==> src/rtl/input_frame_loader.sv <==
// input_frame_loader
//
// Loads a session of square frames from a byte stream into the input SRAM and
// starts the convolution engine when the session ends.
//
// Stream format: a header byte N (frame dimension), then N*N pixel bytes in
// row-major order. More frames may follow. A header byte of 0 ends the session.
// SRAM image: {8'h00,N} at the header slot, then N*N/2 packed pixel words
// (first byte of each pair in [15:8]), repeated per frame, and a 16'hFFFF
// terminator word at the end.
//
// Ports
//   clk                        clock, all flops on posedge
//   reset                      asynchronous active-high reset
//   load_start                 one-cycle pulse opening a session (IDLE only)
//   in_valid / in_data         byte stream, transfers when in_valid && in_ready
//   in_ready                   byte stream ready
//   input_sram_write_enable    registered SRAM write strobe
//   input_sram_write_addresss  registered SRAM write address
//   input_sram_write_data      registered SRAM write data
//   dut_run                    one-cycle engine start pulse after the terminator
//   load_busy                  session in progress
//   load_err                   sticky header-rejected flag
//   frame_count                frames written this session (saturates at 255)
//
// Build option
//   LOADER_FRAME_CHECK_EN      when defined, headers that are odd, below 4, above
//                              MAX_N, or that would overflow the SRAM are
//                              rejected: load_err is set and the session ends.

`timescale 1ns/1ps

module input_frame_loader #(
   parameter int unsigned MAX_N      = 64,
   parameter int unsigned SRAM_DEPTH = 4096
) (
   input  logic        clk,
   input  logic        reset,
   input  logic        load_start,
   input  logic        in_valid,
   input  logic [7:0]  in_data,
   output logic        in_ready,
   output logic        input_sram_write_enable,
   output logic [11:0] input_sram_write_addresss,
   output logic [15:0] input_sram_write_data,
   output logic        dut_run,
   output logic        load_busy,
   output logic        load_err,
   output logic [7:0]  frame_count
);

   typedef enum logic [2:0] {StIdle, StHdr, StPixHi, StPixLo, StTerm, StDone} state_e;

`ifdef LOADER_FRAME_CHECK_EN
   localparam bit CheckEn = 1'b1;
`else
   localparam bit CheckEn = 1'b0;
`endif

   state_e      state_q;
   logic        rdy_q;
   logic        we_q;
   logic [11:0] addr_q;
   logic [15:0] data_q;
   logic        run_q;
   logic        busy_q;
   logic        err_q;
   logic [7:0]  fc_q;
   logic [11:0] ptr_q;
   logic [15:0] cnt_q;
   logic [7:0]  hi_q;

   // Header decode: words of pixel data that follow a header of value in_data.
   logic [15:0] hdr_n16;
   logic [15:0] hdr_words;
   logic [31:0] hdr_need;
   logic        hdr_fits;
   logic        hdr_bad;

   assign hdr_n16   = {8'd0, in_data};
   assign hdr_words = (hdr_n16 * hdr_n16) >> 1;
   // Slots needed from the pointer: header + pixel words + one terminator.
   assign hdr_need  = {20'd0, ptr_q} + {16'd0, hdr_words} + 32'd2;
   assign hdr_fits  = (hdr_need <= SRAM_DEPTH);
   // The checks are always computed; CheckEn masks them out in the default build.
   assign hdr_bad   = CheckEn & (in_data[0] | (in_data < 8'd4) |
                                 ({24'd0, in_data} > MAX_N) | ~hdr_fits);

   always_ff @(posedge clk or posedge reset) begin
      if (reset) begin
         state_q <= StIdle;
         rdy_q   <= 1'b0;
         we_q    <= 1'b0;
         addr_q  <= '0;
         data_q  <= '0;
         run_q   <= 1'b0;
         busy_q  <= 1'b0;
         err_q   <= 1'b0;
         fc_q    <= '0;
         ptr_q   <= '0;
         cnt_q   <= '0;
         hi_q    <= '0;
      end else begin
         we_q  <= 1'b0;
         run_q <= 1'b0;
         unique case (state_q)
            StIdle: begin
               if (load_start) begin
                  state_q <= StHdr;
                  rdy_q   <= 1'b1;
                  busy_q  <= 1'b1;
                  err_q   <= 1'b0;
                  fc_q    <= '0;
                  ptr_q   <= '0;
               end
            end
            StHdr: begin
               // in_ready is low for one cycle after each accepted byte that writes.
               if (!rdy_q) begin
                  rdy_q <= 1'b1;
               end else if (in_valid) begin
                  rdy_q <= 1'b0;
                  if (in_data == 8'd0) begin
                     state_q <= StTerm;
                  end else if (hdr_bad) begin
                     err_q   <= 1'b1;
                     state_q <= StTerm;
                  end else begin
                     we_q    <= 1'b1;
                     addr_q  <= ptr_q;
                     data_q  <= {8'h00, in_data};
                     ptr_q   <= ptr_q + 12'd1;
                     cnt_q   <= hdr_words;
                     state_q <= StPixHi;
                  end
               end
            end
            StPixHi: begin
               if (!rdy_q) begin
                  rdy_q <= 1'b1;
               end else if (in_valid) begin
                  hi_q    <= in_data;
                  state_q <= StPixLo;
               end
            end
            StPixLo: begin
               if (in_valid && rdy_q) begin
                  we_q   <= 1'b1;
                  addr_q <= ptr_q;
                  data_q <= {hi_q, in_data};
                  ptr_q  <= ptr_q + 12'd1;
                  cnt_q  <= cnt_q - 16'd1;
                  rdy_q  <= 1'b0;
                  if (cnt_q == 16'd1) begin
                     state_q <= StHdr;
                     if (fc_q != 8'hFF) begin
                        fc_q <= fc_q + 8'd1;
                     end
                  end else begin
                     state_q <= StPixHi;
                  end
               end
            end
            StTerm: begin
               // Terminator, engine start and busy drop all appear in the DONE cycle.
               we_q    <= 1'b1;
               addr_q  <= ptr_q;
               data_q  <= 16'hFFFF;
               ptr_q   <= ptr_q + 12'd1;
               run_q   <= 1'b1;
               busy_q  <= 1'b0;
               state_q <= StDone;
            end
            StDone: begin
               state_q <= StIdle;
            end
            default: begin
               state_q <= StIdle;
               rdy_q   <= 1'b0;
               busy_q  <= 1'b0;
            end
         endcase
      end
   end

   assign in_ready                  = rdy_q;
   assign input_sram_write_enable   = we_q;
   assign input_sram_write_addresss = addr_q;
   assign input_sram_write_data     = data_q;
   assign dut_run                   = run_q;
   assign load_busy                 = busy_q;
   assign load_err                  = err_q;
   assign frame_count               = fc_q;

endmodule

==> config.mk <==
export PLATFORM = sky130hd
export DESIGN_NAME = input_frame_loader
export DESIGN_NICKNAME = d
export VERILOG_FILES = /design/src/rtl/input_frame_loader.sv
export SDC_FILE = /design/constraint.sdc
export NUM_CORES = 1
export LEC_CHECK = 0
export CORE_MARGIN = 2
export CORE_UTILIZATION = 45
export CTS_CLUSTER_SIZE = 20
export DETAILED_ROUTE_END_ITERATION = 8
export PLACE_DENSITY_LB_ADDON = 0.25
export SYNTH_ARGS = -nofsm -noshare
export SYNTH_HDL_FRONTEND = slang
export SYNTH_SLANG_ARGS = --single-unit
==> constraint.sdc <==
create_clock -name clk -period 5.2 [get_ports clk]
set_clock_uncertainty 0.1 [all_clocks]
set_input_delay 0.78 -clock clk [delete_from_list [all_inputs] [get_ports clk]]
set_output_delay 0.78 -clock clk [all_outputs]
set_load 0.02 [all_outputs]
==> flow_summary.json, run 1 <==
{
  "status": "finished clean",
  "die_area_um2": 13400,
  "wl_per_cell_um": 15.2,
  "ir_worst_vdd_mv": 0.348,
  "grt.overflow.total": 0,
  "antenna_left": 0,
  "cts-buffers-inserted": 9,
  "clkTransAtPathRegs_ps": 60,
  "ctsHtreeMaxLevel": 3,
  "fin_crit_sh": 0.961,
  "syn_nets": 706,
  "synthDistinctLibCells": 70,
  "cts_sinks": 79,
  "die_x_um": 116,
  "cp_common_cell": "fa_1",
  "finalCriticalPeriod_ps": 5000,
  "hold_path_depth": 2,
  "rsz0062_at_grt": "false",
  "fill_cells": 1155,
  "slowest_stage": "clkdlybuf4s50_1",
  "p_total_uw": 3210,
  "place_ws_ps": -153,
  "regToRegEndpoint": "ptr_q[10]",
  "grt_pass1_wl_um": 22600,
  "cts_post_setup_buffers_inserted": 0,
  "hold_viol": 0,
  "netlist_area_um2": 5610,
  "avgViaCountPerCell": 5.43,
  "clockBufferDepth": 2,
  "cp_num_buf_inv": 4,
  "nets": 771,
  "fmax_ghz": 0.200,
  "postLayoutCellArea_um2": 6730,
  "synth_cells": 635,
  "portBuffers": 51,
  "first_iter_violations": 281,
  "route.vias.total": 4744,
  "start_util": 0.464,
  "rrSetupSlack_ps": 2330,
  "slew_viol_final": 0,
  "endpoint_kind": "register",
  "critPathKind": "input port to register",
  "ys_async_sr_fraction": 1.00,
  "antenna_found_initial": 0,
  "min_from": "input_sram_write_addresss[1]",
  "powerDensity_nw_per_um2": 478,
  "setup_viol": 0,
  "routed_wl_um": 13300,
  "p_leak_uw": 0.00321,
  "tritoncts": "built",
  "gp_congestion": 0.893,
  "drtPass1Iterations": 5,
  "worst_ep_arrival_time_ps": 5090,
  "ctsHoldBuffers": 0,
  "clock-root-buffer": "clkbuf_16",
  "clkLatencyLatePin_ps": 340,
  "area_growth_pct": 19.8,
  "antenna_cells": 0,
  "place_area_um2": 6450,
  "synth_edf_count": 0,
  "crit_path_start_kind": "input port",
  "synth_seq_cells": 79,
  "hold_end": "input_sram_write_addresss[1]",
  "crit_family": "adder cells",
  "io_pins": 53,
  "cts_resized": 0,
  "reg2reg_depth": 6,
  "multi_input_area_um2": 3300,
  "r2r-start": "state_q[0]",
  "whs_ps": 363,
  "hpwl_um": 9990,
  "max_stage_delay_ps": 540,
  "synth_ff_type": "dfrtp_1",
  "path_max_fanout": 4,
  "crit_chain": "clkdlybuf4s50_1 -> nand2_1 -> fa_1 -> inv_1 -> fa_1 -> fa_1 -> inv_1 -> fa_1 -> inv_1 -> ha_1 -> a2111o_1 -> a21o_1 -> a221oi_1 -> xnor2_1 -> o211ai_1",
  "remaining_drc_errors": 0,
  "row_count": 40,
  "slew_headroom": 0.315,
  "synth-seq-area-share": 0.352,
  "fin_ws_ps": 203,
  "required_ps": 5300,
  "hp-class": "register to register",
  "register_area_um2": 1980,
  "drv_cap": 0,
  "core_area_um2": 12100,
  "grt_pass1_vias": 4743,
  "die_y_um": 116,
  "layout-drive-gt1-share": 0.0979,
  "tightestPinTransition_ps": 1030,
  "synth_area_per_cell_um2": 8.84,
  "yosysWarningCount": 0,
  "grt_usage": 0.213,
  "grt_max_degree": 44
}
==> synth_stat cells (10+ instances only) <==
cell,number,area share
nand2_1,106,0.071
dfrtp_1,79,0.35
inv_1,55,0.037
o21ai_0,42,0.037
nor2_1,38,0.025
ha_1,34,0.076
nand3_1,30,0.027
fa_1,25,0.089
a21oi_1,23,0.021
and2_1,20,0.022
clkbuf_1,19,0.013
nor3_1,11,0.0098
o211ai_1,10,0.013
==> worst max-delay path by stage <==
stage / startpoint / depth (start not counted) / slack [ps] / endpoint
2_1_floorplan: in_data[7] / 15 / 280 / cnt_q[14]
3_3_place_gp: in_data[7] / 15 / -100 / cnt_q[14]
3_5_place_dp: in_data[7] / 15 / -150 / cnt_q[14]
4_1_cts: in_data[7] / 15 / 200 / cnt_q[14]
5_1_grt: in_data[7] / 15 / 20 / cnt_q[14]
6_report: in_data[6] / 15 / 200 / cnt_q[14]
==> cell families after synthesis <==
kind of cell | after synthesis | synth area share
AND/OR/NAND/NOR | 254 | 0.222
adder cells (fa/ha/maj) | 59 | 0.165
other | 1 | 0.000668
XOR/XNOR | 15 | 0.0234
flip-flops | 79 | 0.352
multiplexers | 13 | 0.0245
buffers and inverters | 85 | 0.0613
AO/OA/AOI/OAI | 129 | 0.151
==> per-layer routing <==
metal	GRT usage	wire, um	vias up
met5	0	0	-
met4	0.0595	189	0
met3	0.0434	610	18
met2	0.344	6030	109
met1	0.295	6420	2296
li1	-	-	2321
==> final cells by class <==
type                            instances  area share
Multi-Input combinational cell        471       0.491
Inverter                               56      0.0313
Sequential cell                        79       0.294
Clock inverter                          5     0.00502
Timing Repair Buffer                   83       0.112
Tap cell                              168      0.0313
Clock buffer                           11      0.0361
==> worst register-to-register path, stage by stage, from the launching register on <==
cell and delay, ps:
dfrtp_1 520, and4b_1 450, o31a_1 890, nor2_4 230, inv_2 320, nand4_1 130
o21ai_0 160
==> cells in the final DEF (no fill, tap or decap), types with 3 or more instances in the layout <==
| cell type | n |
|---|---|
| clkbuf_16 | 9 |
| xnor2_1 | 9 |
| o21ai_0 | 42 |
| mux2i_1 | 7 |
| o211ai_1 | 10 |
| clkdlybuf4s50_1 | 51 |
| o31a_1 | 3 |
| mux2_2 | 6 |
| buf_4 | 32 |
| inv_1 | 54 |
| nand4_1 | 9 |
| nand2_1 | 106 |
| xor2_1 | 6 |
| or4_1 | 3 |
| o2111ai_1 | 3 |
| nand2b_1 | 5 |
| a21o_1 | 6 |
| and3_1 | 9 |
| a211oi_1 | 6 |
| a31oi_1 | 5 |
| nor3_1 | 11 |
| dfrtp_1 | 79 |
| or3_1 | 3 |
| a21oi_1 | 23 |
| fa_1 | 25 |
| nor2_1 | 38 |
| o21a_1 | 4 |
| and2_1 | 20 |
| nand3_1 | 30 |
| and4_1 | 4 |
| ha_1 | 34 |
==> power by group <==
part	switching [uW]	internal, uW
registers	173	796
logic	940	728
clock network	240	335
total	1350	1860
==> metrics by stage <==
stage | instances | utilization | TNS (ps)
2_1_floorplan | 635 | - | 0
5_1_grt | 873 | 0.555 | 0
4_1_cts | 873 | 0.555 | 0
6_report | 873 | 0.555 | 0
3_5_place_dp | 857 | 0.533 | -262
3_3_place_gp | 857 | 0.533 | -141
==> state kept, by name, summed over array words and instances (netlist names) <==
register / cells
frame_count: 8
input_sram_write_addresss: 12
state_q: 3
cnt_q: 16
in_ready: 1
load_busy: 1
ptr_q: 12
dut_run: 1
input_sram_write_enable: 1
hi_q: 8
input_sram_write_data: 16
(Power assumes the default switching activity.)
==> inputs of run 2 (changes only) <==
--- a/config.mk
+++ b/config.mk
@@ -5,6 +5,7 @@
 export SDC_FILE = /design/constraint.sdc
 export NUM_CORES = 1
 export LEC_CHECK = 0
+export CORE_ASPECT_RATIO = 1.75
 export CORE_MARGIN = 2
 export CORE_UTILIZATION = 45
 export CTS_CLUSTER_SIZE = 20
==> flow_summary.json, run 2 (synthesis gave the netlist of run 1 again) <==
{
  "powerDensity_nw_per_um2": 490,
  "core_area_um2": 12300,
  "tns_ps": 0,
  "hpwl_um": 10400,
  "grt_pass1_wl_um": 22400,
  "clockBufferDepth": 2,
  "fill_cells": 1138,
  "cts_post_setup_buffers_inserted": 0,
  "start_util": 0.457,
  "setup_viol": 0,
  "grt_pass1_vias": 4721,
  "utilization": 0.553,
  "critPathKind": "input port to register",
  "postLayoutCellArea_um2": 6800,
  "finalCriticalPeriod_ps": 4990,
  "clkTransAtPathRegs_ps": 60,
  "ctsHtreeMaxLevel": 3,
  "final_cell_mix": "106 x nand2_1, 79 x dfrtp_1, 54 x inv_1, 50 x clkdlybuf4s50_1, 41 x o21ai_0",
  "crit_path_start_kind": "input port",
  "nets": 773,
  "hp-class": "register to register",
  "slew_headroom": 0.325,
  "gp_congestion": 0.844,
  "portBuffers": 51,
  "wl_per_cell_um": 15.6,
  "antenna_cells": 0,
  "clkLatencyLatePin_ps": 330,
  "ctsHoldBuffers": 0,
  "cts_resized": 0,
  "status": "finished clean",
  "place_area_um2": 6460,
  "required_ps": 5280,
  "cts-buffers-inserted": 9,
  "antenna_left": 0,
  "die_y_um": 152,
  "clock-root-buffer": "clkbuf_16",
  "path_max_fanout": 3,
  "remaining_drc_errors": 0,
  "drtPass1Iterations": 5,
  "hold_viol": 0,
  "worst_ep_arrival_time_ps": 5070,
  "fin_crit_sh": 0.960,
  "avgViaCountPerCell": 5.57,
  "slew_viol_final": 0,
  "ir_worst_vdd_mv": 0.225,
  "grt.overflow.total": 0,
  "first_iter_violations": 275,
  "tritoncts": "built",
  "grt_max_degree": 49,
  "tightestPinTransition_ps": 1010,
  "row_count": 54,
  "endpoint_kind": "register",
  "rsz0062_at_grt": "false",
  "die_x_um": 88.4,
  "p_leak_uw": 0.00325,
  "antenna_found_initial": 0,
  "area_growth_pct": 21.0,
  "die_area_um2": 13400,
  "fmax_ghz": 0.200,
  "drv_cap": 0,
  "io_pins": 53,
  "route.vias.total": 4870,
  "layout-drive-gt1-share": 0.105,
  "routed_wl_um": 13600,
  "final_common_cell": "nand2_1",
  "cts_sinks": 79,
  "grt_usage": 0.213
}
==> run 2: area by class of cell <==
| cell class | instances | area (um^2) | share of cell area |
|---|---|---|---|
| multi-input cells | 471 | 3320 | 0.488 |
| repair buffers | 85 | 768 | 0.113 |
| inverters | 56 | 210 | 0.0309 |
| clock buffers | 9 | 225 | 0.0331 |
| clock inverters | 6 | 86.3 | 0.0127 |
| well taps | 168 | 210 | 0.0309 |
| flip-flops and latches | 79 | 1980 | 0.291 |
==> run 2: routing by layer <==
metal / routed length (um) / global-route usage / vias to the layer above
met5: 0 / 0 / -
met4: 582 / 0.102 / 0
met3: 573 / 0.0309 / 42
met2: 7300 / 0.379 / 161
met1: 5140 / 0.245 / 2344
li1: - / - / 2323
==> run 2: path summary, 6_finish.rpt <==
path	startpoint	end	slack [ps]	depth (start not counted)
setup / recovery	in_data[2]	cnt_q[14]	210	15
hold / removal	input_sram_write_addresss[4]	input_sram_write_addresss[4]	360	2
setup reg to reg	cnt_q[6]	frame_count[2]	2340	5
hold reg to reg	input_sram_write_addresss[4]	input_sram_write_addresss[4]	360	2
max in group asynchronous	reset	ptr_q[0]	3190	3
min in group asynchronous	reset	input_sram_write_data[4]	760	2
==> run 2: power by group <==
part | internal (uW) | total, uW | switching, uW
Clock | 417 | 671 | 254
Combinational | 735 | 1690 | 954
Sequential | 796 | 971 | 175
Total | 1950 | 3330 | 1380
==> run 2: metrics by stage <==
step	setup WS (ps)	total power (uW)	cells	hold WS [ps]
global route	14.5	3580	874	391
global placement	-111	2610	859	350
finish	209	3330	874	362
CTS	87.9	3340	874	368
detailed placement	-265	2660	859	355
floorplan	277	2070	635	349
==> run 2: critical path, cell delays in order <==
cell	delay [ps]
clkdlybuf4s50_1	510
nand2_1	90
fa_1	540
inv_1	70
fa_1	510
fa_1	550
inv_1	60
fa_1	530
inv_1	40
ha_1	200
a2111o_1	440
a21o_1	210
a221oi_2	270
xnor2_1	160
o211ai_1	110
==> inputs of run 3 (changes only) <==
--- a/config.mk
+++ b/config.mk
@@ -11,6 +11,7 @@
 export CTS_CLUSTER_SIZE = 20
 export DETAILED_ROUTE_END_ITERATION = 8
 export PLACE_DENSITY_LB_ADDON = 0.25
+export SKIP_LAST_GASP = 1
 export SYNTH_ARGS = -nofsm -noshare
 export SYNTH_HDL_FRONTEND = slang
 export SYNTH_SLANG_ARGS = --single-unit
==> results of run 3 <==
The final DEF is identical to that of run 2; final timing and power are the same.
